## config.mk

```make
export PLATFORM = sky130hd
export DESIGN_NAME = spi_tx
export DESIGN_NICKNAME = d
export VERILOG_FILES = /design/src/rtl/spi_pkg.sv /design/src/rtl/spi_tx_baud.sv /design/src/rtl/spi_tx.sv
export SDC_FILE = /design/constraint.sdc
export NUM_CORES = 1
export LEC_CHECK = 0
export BUFFER_PORTS_ARGS = -buffer_cell sky130_fd_sc_hd__buf_2
export CAP_MARGIN = 10
export CORE_ASPECT_RATIO = 2
export CORE_UTILIZATION = 56
export CTS_BUF_LIST = sky130_fd_sc_hd__clkbuf_8
export CTS_CLUSTER_SIZE = 28
export DETAILED_ROUTE_END_ITERATION = 8
export GPL_ROUTABILITY_DRIVEN = 0
export PLACE_DENSITY = 0.78
export SLEW_MARGIN = 10
export SYNTH_ARGS = -nofsm -noshare
export SYNTH_HDL_FRONTEND = slang
export SYNTH_HIERARCHICAL = 1
export SYNTH_SLANG_ARGS = --single-unit
```

## constraint.sdc

```tcl
create_clock -name clk -period 3.1 [get_ports clk]
set_input_delay 0.155 -clock clk [delete_from_list [all_inputs] [get_ports clk]]
set_output_delay 0.155 -clock clk [all_outputs]
set_load 0.01 [all_outputs]
```

## src/rtl/spi_pkg.sv

```systemverilog
// Shared types and constants for the SPI master transmitter.
package spi_pkg;

  typedef enum logic [1:0] {IDLE, FRONT, SHIFT, BACK} spi_tx_state_t;

  localparam int unsigned FRAME_LEN8  = 8;
  localparam int unsigned FRAME_LEN16 = 16;
  localparam int unsigned BIT_CNT_W   = 5;
  localparam int unsigned SHIFT_W     = 16;

  // Number of sample edges in a frame for the latched length select.
  function automatic logic [BIT_CNT_W-1:0] frame_bits(input logic len8);
    return len8 ? BIT_CNT_W'(FRAME_LEN8) : BIT_CNT_W'(FRAME_LEN16);
  endfunction

endpackage

```

## src/rtl/spi_tx_baud.sv

```systemverilog
// Half-period tick generator: tick_c is high in the last cycle of every HALF-cycle window.
module spi_tx_baud #(
  parameter int unsigned HALF = 16
) (
  input  logic clk,
  input  logic rst,
  input  logic clr_i,
  output logic tick_c
);

  localparam int unsigned CNT_W = (HALF > 1) ? $clog2(HALF) : 1;
  localparam logic [CNT_W-1:0] TERM = CNT_W'(HALF - 1);

  logic [CNT_W-1:0] cnt_q, cnt_d;

  assign tick_c = (cnt_q == TERM);

  always_comb begin
    cnt_d = cnt_q + CNT_W'(1);
    if (clr_i || tick_c) cnt_d = '0;
  end

  always_ff @(posedge clk) begin
    if (rst) cnt_q <= '0;
    else     cnt_q <= cnt_d;
  end

endmodule

```

## src/rtl/spi_tx.sv

```systemverilog
// SPI master transmitter: one 8/16-bit MSB-first frame per accepted wrt, SCLK idles high,
// all pin outputs registered.
module spi_tx
  import spi_pkg::*;
#(
  parameter int unsigned SCLK_DIV = 32
) (
  input  logic        clk,
  input  logic        rst,
  input  logic        wrt,
  input  logic [15:0] tx_data,
  input  logic        len8_16,
  input  logic        edg,
  output logic        SS_n,
  output logic        SCLK,
  output logic        MOSI,
  output logic        busy,
  output logic        done
);

  localparam int unsigned HALF = SCLK_DIV / 2;

  spi_tx_state_t          state_q, state_d;
  logic [SHIFT_W-1:0]     shift_q, shift_d;
  logic [BIT_CNT_W-1:0]   bit_cnt_q, bit_cnt_d;
  logic                   len8_q, len8_d;
  logic                   edg_q, edg_d;
  logic                   ss_n_q, ss_n_d;
  logic                   sclk_q, sclk_d;
  logic                   mosi_q, mosi_d;
  logic                   busy_q, busy_d;
  logic                   done_q, done_d;
  logic                   tick_c, baud_clr_c, fall_c, rise_c, adv_c, last_c;

  spi_tx_baud #(.HALF(HALF)) u_baud (
    .clk    (clk),
    .rst    (rst),
    .clr_i  (baud_clr_c),
    .tick_c (tick_c)
  );

  assign last_c = (bit_cnt_q == frame_bits(len8_q));

  always_comb begin
    state_d    = state_q;
    shift_d    = shift_q;
    bit_cnt_d  = bit_cnt_q;
    len8_d     = len8_q;
    edg_d      = edg_q;
    ss_n_d     = ss_n_q;
    sclk_d     = sclk_q;
    mosi_d     = mosi_q;
    busy_d     = busy_q;
    done_d     = 1'b0;
    baud_clr_c = 1'b0;
    fall_c     = 1'b0;
    rise_c     = 1'b0;
    adv_c      = 1'b0;

    case (state_q)
      IDLE: begin
        baud_clr_c = 1'b1;
        if (wrt) begin
          len8_d    = len8_16;
          edg_d     = edg;
          // MOSI carries the first bit; the shift register holds the rest, MSB-aligned
          mosi_d    = len8_16 ? tx_data[7] : tx_data[15];
          shift_d   = len8_16 ? {tx_data[6:0], 9'h000} : {tx_data[14:0], 1'b0};
          bit_cnt_d = '0;
          ss_n_d    = 1'b0;
          busy_d    = 1'b1;
          sclk_d    = 1'b1;
          state_d   = FRONT;
        end
      end
      FRONT: begin
        if (tick_c) begin
          fall_c  = 1'b1;
          state_d = SHIFT;
        end
      end
      SHIFT: begin
        if (tick_c) begin
          if (!sclk_q)     rise_c  = 1'b1;
          else if (last_c) state_d = BACK;
          else             fall_c  = 1'b1;
        end
      end
      BACK: begin
        if (tick_c) begin
          ss_n_d  = 1'b1;
          busy_d  = 1'b0;
          done_d  = 1'b1;
          mosi_d  = 1'b0;
          state_d = IDLE;
        end
      end
      default: state_d = IDLE;
    endcase

    // Sample edges are counted; MOSI moves on the opposite edge only after a sample edge
    if (fall_c) begin
      sclk_d = 1'b0;
      if (!edg_q)                  bit_cnt_d = bit_cnt_q + BIT_CNT_W'(1);
      else if (bit_cnt_q != '0)    adv_c     = 1'b1;
    end
    if (rise_c) begin
      sclk_d = 1'b1;
      if (edg_q)                   bit_cnt_d = bit_cnt_q + BIT_CNT_W'(1);
      else if (!last_c)            adv_c     = 1'b1;
    end
    if (adv_c) begin
      mosi_d  = shift_q[SHIFT_W-1];
      shift_d = {shift_q[SHIFT_W-2:0], 1'b0};
    end
  end

  always_ff @(posedge clk) begin
    if (rst) begin
      state_q   <= IDLE;
      shift_q   <= '0;
      bit_cnt_q <= '0;
      len8_q    <= 1'b0;
      edg_q     <= 1'b0;
      ss_n_q    <= 1'b1;
      sclk_q    <= 1'b1;
      mosi_q    <= 1'b0;
      busy_q    <= 1'b0;
      done_q    <= 1'b0;
    end else begin
      state_q   <= state_d;
      shift_q   <= shift_d;
      bit_cnt_q <= bit_cnt_d;
      len8_q    <= len8_d;
      edg_q     <= edg_d;
      ss_n_q    <= ss_n_d;
      sclk_q    <= sclk_d;
      mosi_q    <= mosi_d;
      busy_q    <= busy_d;
      done_q    <= done_d;
    end
  end

  assign SS_n = ss_n_q;
  assign SCLK = sclk_q;
  assign MOSI = mosi_q;
  assign busy = busy_q;
  assign done = done_q;

endmodule

```

# Word level (Yosys, flattened, before mapping)
# Cells that the tools add are included.
# totals
in_bits	21
word_cells	92
ff_bits	34
# classes
reduce_logical	19
eq_ne	13
bitwise_logic	1
addsub	2
mux	45
# ops
op	n
$mux W16	4
$mux W5	7
$mux W1	23
$mux W2	6
$reduce_bool A2 Y1	5
$pmux W1 S2	4
$pmux W2 S4	1
$reduce_or A2 Y1	4
$ne A2 B1 Y1 const B	3
$ne A2 B2 Y1 const B	3
$reduce_and A2 Y1	3
$reduce_and A3 Y1	2
$reduce_and A6 Y1	1
$add A5 B1 Y5 const B	1
$eq A5 B5 Y1	1
$reduce_bool A5 Y1	1
$add A4 B1 Y4 const B	1
$eq A2 B2 Y1 const B	2
$eq A4 B4 Y1 const B	1
$ne A3 B2 Y1 const B	1
$ne A3 B3 Y1 const B	1
$reduce_bool A3 Y1	1
$eq A2 B1 Y1 const B	1
$logic_not A2 Y1	1
2 further kinds	2

# Logic depth before layout (Yosys ltp)
# Gate-level depths: netlist of the first run.
# depth
ltp_word	12
ltp_mapped	9

# Modules after synthesis
# Netlist of the first run, hierarchy kept.
# modules_own_cells
module	area_each_um2	instances	cells_each
spi_tx	1756.7	1	216
spi_tx_baud	157.7	1	16

# Worst setup path after synthesis of the first run
# OpenSTA, ideal clock, no wires.
# synth_timing
kind	register -> register
startpoint	reg u_baud.cnt_q[0]
endpoint	reg shift_q[6]
path_stages_with_launch	10
synth_period_minus_slack_ns	1.833
slack_ns	1.267
setup_time_ns	0.136
t_required_ns	2.964
arrival_ns	1.698
cell_sequence	dfxtp_1 ha_1 nand3_1 inv_1 nand2_1 nor2_1 nand4_1 buf_4 a21oi_1 a211oi_2
# synth_via
elab_chain_len	9
elab_cells_between_ends	14
classes_between	eq/ne (1); mux (10); reduce/logical (3)
# synth_rtl
item	line	text
start: declaration	spi_tx_baud.sv:14	logic [CNT_W-1:0] cnt_q, cnt_d;
start signal: assignment	spi_tx_baud.sv:25	else cnt_q <= cnt_d;
$eq A4 B4 Y1 (*)	spi_tx_baud.sv:16	assign tick_c = (cnt_q == TERM);
named net tick_c	spi_tx.sv:33	logic tick_c, baud_clr_c, fall_c, rise_c, adv_c, last_c;
$mux W1, on equally long branches	spi_tx.sv:83, spi_tx.sv:77	
$pmux W1 S2	spi_tx.sv:60	case (state_q)
$mux W1	spi_tx.sv:102	if (fall_c) begin
$mux W1	spi_tx.sv:110	else if (!last_c) adv_c = 1'b1;
$mux W1	spi_tx.sv:109	if (edg_q) bit_cnt_d = bit_cnt_q + BIT_CNT_W'(1);
$mux W1 (*)	spi_tx.sv:107	if (rise_c) begin
$reduce_bool A2 Y1 (no source line)	--	
$reduce_and A2 Y1 (no source line)	--	
end signal: assignment	spi_tx.sv:132	shift_q <= shift_d;
end: declaration	spi_tx.sv:24	logic [SHIFT_W-1:0] shift_q, shift_d;
# The timed path passes the listed nets; every way through them passes the cells marked *.
# A chain may end at the register's enable or synchronous reset.

# Final worst setup path of the first run
# layout_timing
startpoint	reg u_baud.cnt_q[0]
endpoint	reg shift_q[7]
# Same word-level chain as after synthesis.

==> results of run 1 <==
==> metal layers <==
metal	wire length (um)	vias up	track usage, %
met2	2370	51	48.2
met1	1600	810	25.9
met4	166	0	15.6
met3	146	16	4.09
li1	-	868	-
met5	0	-	0
==> worst min-delay path, stage by stage <==
cell	delay, ns
buf_2	0.09
nand2_1	0.06
a21oi_1	0.05
==> Yosys cell counts, drive strengths merged (2+ instances only) <==
library cell / instances / area, um2
dfxtp: 33 / 661
a21oi: 28 / 144
nor2: 23 / 96.4
a211oi: 15 / 128
nand2: 15 / 56.3
nand3: 14 / 70.1
nand2b: 11 / 68.8
o21ai: 10 / 50.1
nor3b: 9 / 72.6
clkbuf: 8 / 30.0
mux2i: 8 / 80.1
ha: 7 / 87.6
inv: 7 / 26.3
buf: 6 / 38.8
nor3: 5 / 30.0
o31ai: 5 / 37.5
and2: 4 / 25.0
a31oi: 3 / 18.8
o211a: 2 / 20.0
o211ai: 2 / 28.8
or3b: 2 / 17.5
==> where the power goes <==
group / total (mW) / leakage [nW] / switching (mW) / internal (mW)
Clock: 0.414 / 0.0626 / 0.155 / 0.259
Combinational: 0.422 / 0.499 / 0.261 / 0.161
Sequential: 0.553 / 0.270 / 0.0565 / 0.497
Total: 1.39 / 0.831 / 0.473 / 0.917
==> cell families after synthesis <==
group / count (synthesis) / synth area share, %
and+or+nand+nor: 92 / 26.5
DFF: 33 / 34.5
buffers and inverters: 21 / 4.97
adders and majority gates: 7 / 4.57
AOI/OAI and AO/OA: 68 / 23.7
muxes: 9 / 4.77
xor gates and xnor gates: 2 / 0.915
==> how the worst max path moves through the flow <==
stage	startpoint	to
global route	u_baud/cnt_q[0]	shift_q[6]
finish	u_baud/cnt_q[0]	shift_q[7]
detailed placement	u_baud/cnt_q[0]	shift_q[7]
floorplan	u_baud/cnt_q[0]	shift_q[6]
global placement	u_baud/cnt_q[0]	shift_q[6]
CTS	u_baud/cnt_q[0]	shift_q[7]
==> sequential cells by signal, summed over array words and instances (netlist names) <==
register	cells
busy	1
bit_cnt_q	5
u_baud/cnt_q	4
SS_n	1
SCLK	1
edg_q	1
shift_q	15
state_q	2
len8_q	1
MOSI	1
done	1
==> final cells by class <==
cell class                 instances  area, um2
fill                             297       1100
clock buffer                       6       82.6
timing repair buffer              25        125
tap                               31       38.8
sequential                        33        661
inverter                           7       26.3
clock inverter                     2       33.8
multi-input combinational        178       1160
==> through the flow <==
step | hold slack (ns) | cells | util [%] | instance area [um2] | setup slack (ns)
floorplan | 0.226 | 232 | - | 1910 | 1.27
global placement | 0.423 | 274 | 62.2 | 2010 | 0.862
detailed placement | 0.424 | 274 | 62.2 | 2010 | 0.757
CTS | 0.123 | 282 | 65.8 | 2130 | 0.754
global route | 0.139 | 282 | 65.8 | 2130 | 0.411
finish | 0.118 | 282 | 65.8 | 2130 | 0.724
==> qor.yml, run 1 <==
status:
  status: "complete, but fails checks"
  violations: "DRC"
detailed_routing:
  post_drt_wl_per_cell_um: 15.2
  vias: 1745
  antenna_left: 0
  route.detailed.drc: 6
  wl_mm: 4.29
  drt_iter0_markers: 47
  via_per_inst: 6.19
  firstDrtPassIters: 8
setup_path:
  cp_slowest_cell: "nand4_1"
  cpPeakStageDelay_ns: 0.57
  end_kind: "register"
  required_ns: 3.25
  crit_chain: "ha_1 > nand3_1 > inv_1 > nand2_1 > nor2_1 > nand4_1 > a21oi_1 > a211oi_2"
  crit_cells: 8
  cp.arrival_ns: 2.52
  cp.buffers_inverters: 1
  crit_fanout: 15
  cp-start-kind: "register"
  timing.rr.end: "shift_q[7]"
  reg2reg_depth: 8
  r2r_slack_ns: 0.72
  reg2reg_from: "u_baud/cnt_q[0]"
  criticalPathCategory: "reg -> reg"
  critical_path.top_delay_family: "simple AND/OR/NAND/NOR gates"
floorplan:
  ioPinCount: 26
  dieHeight_um: 84.7
  std_cell_rows: 29
  die_w_um: 43.3
  dieArea_um2: 3670
  start_util_pct: 59.3
  coreArea_um2: 3230
global_routing:
  grt_usage_pct: 26.2
  antenna_found_initial: 0
  grt_pass1_vias: 1726
  grt-ovfl-total: 0
  grt_pass1_wl_mm: 7.38
  grt_start_max_net_pins: 41
clock_network:
  cts_tree: "built"
  clockBufferDepth: 2
  ctsRootBufferMaster: "clkbuf_8"
  hold_buffers: 0
  clock_sinks: 33
  clkLatencyLatePin_ns: 0.29
  cts_resized: 0
  cts_buffers: 5
  h-tree-depth: 2
  post_cts_buffers: 0
  clkTransAtPathRegs_ns: 0.07
synth:
  ys_ff_latch: 33
  async_flop_share_pct: 0
  synth_flop_cell: "dfxtp_1"
  syn-num-nets: 260
  synth_edf_count: 0
  yosys_warnings: 6
  avgSynthCellArea_um2: 8.25
  yosys.cell_types.count: 45
  synth_area_um2: 1910
  synthCells: 232
  seq_area_frac_synth_pct: 34.5
pwr:
  cellLeakagePower_nw: 0.831
  power_density_nw_per_um2: 654
  finalPower_mw: 1.39
  ir_worst_vdd_mv: 0.660
sta:
  finalSetupViolCount: 0
  relSlewSlack_pct: 41.1
  hold_viol: 0
  period_needed_ns: 2.38
  fmax_mhz: 421
  tightest_slew_ns: 0.881
  timing.final.crit_share_pct: 76.6
  rsz0062_at_grt: "false"
  finalSetupTns_ns: 0
  slew_violations: 0
  finalClockSkew_ns: 0.00592
finish:
  antenna_cells: 0
  drive_above_1_share_pct: 17.9
  final_cell_mix: "dfxtp_1 (33), a21oi_1 (27), buf_2 (25)"
  mostFrequentLayoutCell: "dfxtp_1"
  nets: 278
  area_growth_pct: 11.0
place:
  port_buffers: 25
  dp_hpwl_mm: 3.04
hold_path:
  hold_path_end: "edg_q"
  hold_class: "in -> reg"
  min_from: "edg"
  hold_depth: 3
flow_run:
  maxCapViolCount: 0
Power figures use the tool's default switching activity.
==> run 2, diff against run 1 <==
- clock period: 3.1 -> 2.5 ns (I/O delays scaled with it)
==> run 2 against run 1 <==
The flow still finishes with violations (DRC). Core utilization down 0.46 points. Combinational power up 23%. Non-clock buffer count up 2. Global-route usage down 1.3 points. Sequential share of layout area up 0.22 points. Register-to-register slack worse by 0.39 ns. Power up 15%. Sequential power up 24%. Clock-buffer cell count unchanged. Highest routed layer unchanged.
==> qor.yml, run 2 (synthesized netlist as in run 1, its figures left out) <==
global_routing:
  grt_usage_pct: 24.9
  grt_pass1_vias: 1574
  grt_pass1_wl_mm: 7.08
  antenna_found_initial: 0
  grt_start_max_net_pins: 41
  grt-ovfl-total: 0
clock_network:
  clock_sinks: 33
  h-tree-depth: 2
  clkTransAtPathRegs_ns: 0.07
  hold_buffers: 0
  cts_tree: "built"
  cts_buffers: 5
  clkLatencyLatePin_ns: 0.28
  cts_resized: 0
  ctsRootBufferMaster: "clkbuf_8"
  clockBufferDepth: 2
  post_cts_buffers: 0
detailed_routing:
  route.detailed.drc: 6
  antenna_left: 0
  firstDrtPassIters: 6
  drt_iter0_markers: 42
  vias: 1719
  wl_mm: 4.27
  via_per_inst: 6.07
  post_drt_wl_per_cell_um: 15.1
sta:
  setup_slack_ns: 0.332
  slew_violations: 0
  timing.final.crit_share_pct: 86.7
  period_needed_ns: 2.17
  finalClockSkew_ns: 0.00719
  tightest_slew_ns: 0.730
  relSlewSlack_pct: 51.4
  finalSetupViolCount: 0
  fmax_mhz: 461
  hold_viol: 0
  finalSetupTns_ns: 0
  rsz0062_at_grt: "false"
finish:
  final_cell_mix: "dfxtp_1 (33), a21oi_1 (27), buf_2 (25)"
  fill_cells: 310
  mostFrequentLayoutCell: "dfxtp_1"
  largest_register: "shift_q"
  drive_above_1_share_pct: 18.3
  antenna_cells: 0
  reg.largest.list: "shift_q (15), bit_cnt_q (5), u_baud/cnt_q (4)"
  nets: 280
  fin_util_pct: 65.4
  largest_reg_flops: 15
  area_growth_pct: 10.3
setup_path:
  criticalPathCategory: "reg -> reg"
  reg2reg_from: "u_baud/cnt_q[0]"
  r2r_slack_ns: 0.33
  required_ns: 2.63
  cp.arrival_ns: 2.30
  reg2reg_depth: 8
  timing.rr.end: "shift_q[7]"
  crit_fanout: 15
  cp-start-kind: "register"
  end_kind: "register"
status:
  status: "complete, but fails checks"
  violations: "DRC"
hold_path:
  hold_class: "in -> reg"
  hold_depth: 3
  hold_path_end: "edg_q"
  min_from: "edg"
floorplan:
  dieHeight_um: 84.7
  ioPinCount: 26
  die_w_um: 43.3
  coreArea_um2: 3230
  start_util_pct: 59.3
  dieArea_um2: 3670
  std_cell_rows: 29
pwr:
  seq_power_share_pct: 42.8
  p_int_mw: 1.04
  power_frac_comb_pct: 32.4
  power_density_nw_per_um2: 759
  cellLeakagePower_nw: 0.826
  power_switching_share_pct: 35.3
  p_switching_mw: 0.565
  ir_worst_vdd_mv: 0.707
  p_clk_share_pct: 24.9
flow_run:
  maxCapViolCount: 0
place:
  dp_slack_ns: 0.343
  port_buffers: 25
  dp_hpwl_mm: 2.99
[run 2: critical path: stages (launching register included)]
cell      delay [ns]
dfxtp_1         0.36
ha_1            0.20
nand3_1         0.13
inv_1           0.22
nand3b_1        0.23
nor2_1          0.17
nand2_1         0.34
a21oi_1         0.30
a211oi_2        0.06
[run 2: how the worst max path moves through the flow]
stage / from / end / cells after the start
6_report: u_baud/cnt_q[0] / shift_q[7] / 8
5_1_grt: u_baud/cnt_q[0] / shift_q[2] / 8
4_1_cts: u_baud/cnt_q[0] / shift_q[7] / 8
3_5_place_dp: u_baud/cnt_q[0] / shift_q[7] / 8
3_3_place_gp: u_baud/cnt_q[0] / shift_q[7] / 8
2_1_floorplan: u_baud/cnt_q[0] / shift_q[6] / 9
[run 2: stage by stage]
stage | instances | hold slack, ns | area, um2 | total power [mW]
5_1_grt | 283 | 0.127 | 2110 | 1.71
4_1_cts | 283 | 0.0940 | 2110 | 1.61
3_5_place_dp | 276 | 0.392 | 2020 | 1.21
6_report | 283 | 0.0954 | 2110 | 1.60
2_1_floorplan | 232 | 0.196 | 1910 | 1.09
3_3_place_gp | 276 | 0.381 | 2020 | 1.20
[run 2: layout make-up]
cell class	instances	area (um2)	area share (%)
inverters	7	26.3	1.24
flip-flops and latches	33	661	31.3
well taps	31	38.8	1.84
clock inverters	1	3.75	0.178
repair buffers	27	140	6.64
multi-input cells	178	1160	54.9
clock buffers	6	82.6	3.91
[run 2: power groups by stage]
| stage | clock network (mW) | logic (mW) | registers (mW) |
|---|---|---|---|
| floorplan | 0 | 0.414 | 0.678 |
| global placement | 0 | 0.506 | 0.693 |
| detailed placement | 0 | 0.516 | 0.698 |
| CTS | 0.408 | 0.520 | 0.685 |
| global route | 0.424 | 0.591 | 0.695 |
| finish | 0.399 | 0.518 | 0.685 |
[run 2: per-layer routing]
metal  track usage [%]  vias up  part of all wire [%]
li1                  -      869                     -
met1              28.2      805                    42
met2              44.5       35                    53
met3              3.66       10                   2.8
met4              10.2        0                   2.0
met5                 0        -                     0
==> run 3, diff against run 2 <==
- RECOVER_POWER: default -> 100
==> run 3 against run 2 <==
The run still ends with DRC left. Highest routed layer unchanged. Clock-buffer cell count did not move. Core utilization shrank 1.2 points. First-iteration DRC count is 2.4% lower. Hold slack gained 0.0012 ns. Register-to-register slack improved by 0.04 ns. Power down 1.1%. Design area decreased by 1.9%. Critical path type unchanged. Combinational power is 3% lower. Maximum frequency rose by 1.7%.
==> qor.yml, run 3 (synthesized netlist as in run 1, its figures left out) <==
status:
  status: "complete, but fails checks"
  violations: "DRC"
hold_path:
  min_from: "edg"
  hold_class: "in -> reg"
  hold_path_end: "edg_q"
  hold_depth: 3
global_routing:
  grt_start_max_net_pins: 41
  grt_usage_pct: 24.9
  grt-ovfl-total: 0
  top_usage_layer: "met2"
  grtUsageMet1_pct: 28.2
  grt_pass1_wl_mm: 7.08
  antenna_found_initial: 0
  grt_util_met3_pct: 3.66
  grt_pass1_vias: 1574
  use_met2_pct: 44.5
setup_path:
  required_ns: 2.63
  r2r_slack_ns: 0.37
  cpPeakStageDelay_ns: 0.36
  timing.rr.end: "shift_q[7]"
  reg2reg_depth: 8
  criticalPathCategory: "reg -> reg"
  cp_slowest_cell: "dfxtp_1"
  reg2reg_from: "u_baud/cnt_q[0]"
  crit_fanout: 15
  cp.arrival_ns: 2.27
  end_kind: "register"
  crit_chain: "ha_1 > nand3_1 > inv_1 > nand3b_1 > nor2_1 > nand2_1 > a21oi_1 > a211oi_2"
  cp-start-kind: "register"
finish:
  drive_above_1_share_pct: 13.9
  reg.largest.list: "shift_q (15), bit_cnt_q (5), u_baud/cnt_q (4)"
  largest_register: "shift_q"
  multi_input_area_um2: 1130
  antenna_cells: 0
  nets: 280
  area_growth_pct: 8.17
  fill_cells: 318
  final_cell_mix: "dfxtp_1 (33), a21oi_1 (28), nor2_1 (21)"
  regArea_um2: 661
  largest_reg_flops: 15
  mostFrequentLayoutCell: "dfxtp_1"
floorplan:
  std_cell_rows: 29
  dieHeight_um: 84.7
  die_w_um: 43.3
  ioPinCount: 26
  dieArea_um2: 3670
  coreArea_um2: 3230
  start_util_pct: 59.3
pwr:
  finalPower_mw: 1.59
  ir_worst_vdd_mv: 0.697
  cellLeakagePower_nw: 0.803
  power_density_nw_per_um2: 766
detailed_routing:
  via_per_inst: 6.03
  wl_mm: 4.23
  antenna_left: 0
  post_drt_wl_per_cell_um: 14.9
  route.detailed.drc: 6
  vias: 1706
  drt_iter0_markers: 41
  firstDrtPassIters: 6
clock_network:
  clkLatencyLatePin_ns: 0.28
  clock_sinks: 33
  post_cts_buffers: 0
  clockBufferDepth: 2
  cts_buffers: 5
  h-tree-depth: 2
  clkTransAtPathRegs_ns: 0.07
  cts_tree: "built"
  hold_buffers: 0
  cts_resized: 0
  ctsRootBufferMaster: "clkbuf_8"
flow_run:
  maxCapViolCount: 0
sta:
  finalSetupViolCount: 0
  relSlewSlack_pct: 38.9
  rsz0062_at_grt: "false"
  timing.final.crit_share_pct: 85.3
  finalSetupTns_ns: 0
  tightest_slew_ns: 0.916
  slew_violations: 0
  hold_viol: 0
  finalClockSkew_ns: 0.00670
  period_needed_ns: 2.13
  fmax_mhz: 469
place:
  port_buffers: 25
  dp_hpwl_mm: 2.99
## run 3: cell count changes in the layout (fill, tap and decap cells not counted), sizes merged
cell,delta
buf,-6
clkbuf,+6
## run 3: cell type report
type / count / area share [%]
multi-input cells: 178 / 54.5
flip-flops and latches: 33 / 31.9
repair buffers: 27 / 6.28
clock buffers: 6 / 3.99
well taps: 31 / 1.87
inverters: 7 / 1.27
clock inverters: 1 / 0.181
## run 3: worst max path at each step
stage                     slack (ns)       startpoint     endpoint  depth (start not counted)
after floorplan                 0.67  u_baud/cnt_q[0]   shift_q[6]                          9
after global placement          0.41  u_baud/cnt_q[0]   shift_q[7]                          8
after detailed placement        0.34  u_baud/cnt_q[0]   shift_q[7]                          8
after CTS                       0.34  u_baud/cnt_q[0]   shift_q[7]                          8
after global routing            0.14       state_q[0]  shift_q[14]                          7
final                           0.37  u_baud/cnt_q[0]   shift_q[7]                          8
## run 3: routing by layer
layer  part of all wire (%)  routed length (um)
met1                     43                1800
met2                     53                2240
met3                    2.5                 106
met4                    1.9                  82
met5                      0                   0
## run 3: critical path: cells and delay by family, from the launching register on
family          cells  cell delay, ns
compound gates      2            0.35
fa+ha+maj           1            0.20
buf+inv             1            0.22
flops               1            0.36
simple gates        4            0.85
## run 3: power breakdown
group	internal, mW	switching [mW]	total, mW
clock network	0.214	0.183	0.397
registers	0.616	0.0684	0.685
logic	0.198	0.305	0.503
total	1.03	0.556	1.59
## run 3: stage by stage
stage | hold WS [ns] | setup WS (ns) | instances | area (um2) | utilization, %
after global placement | 0.381 | 0.411 | 276 | 2020 | 62.7
after detailed placement | 0.392 | 0.343 | 276 | 2020 | 62.7
after CTS | 0.0940 | 0.341 | 283 | 2110 | 65.4
after global routing | 0.127 | 0.136 | 283 | 2070 | 64.1
after floorplan | 0.196 | 0.667 | 232 | 1910 | -
final | 0.0966 | 0.368 | 283 | 2070 | 64.1
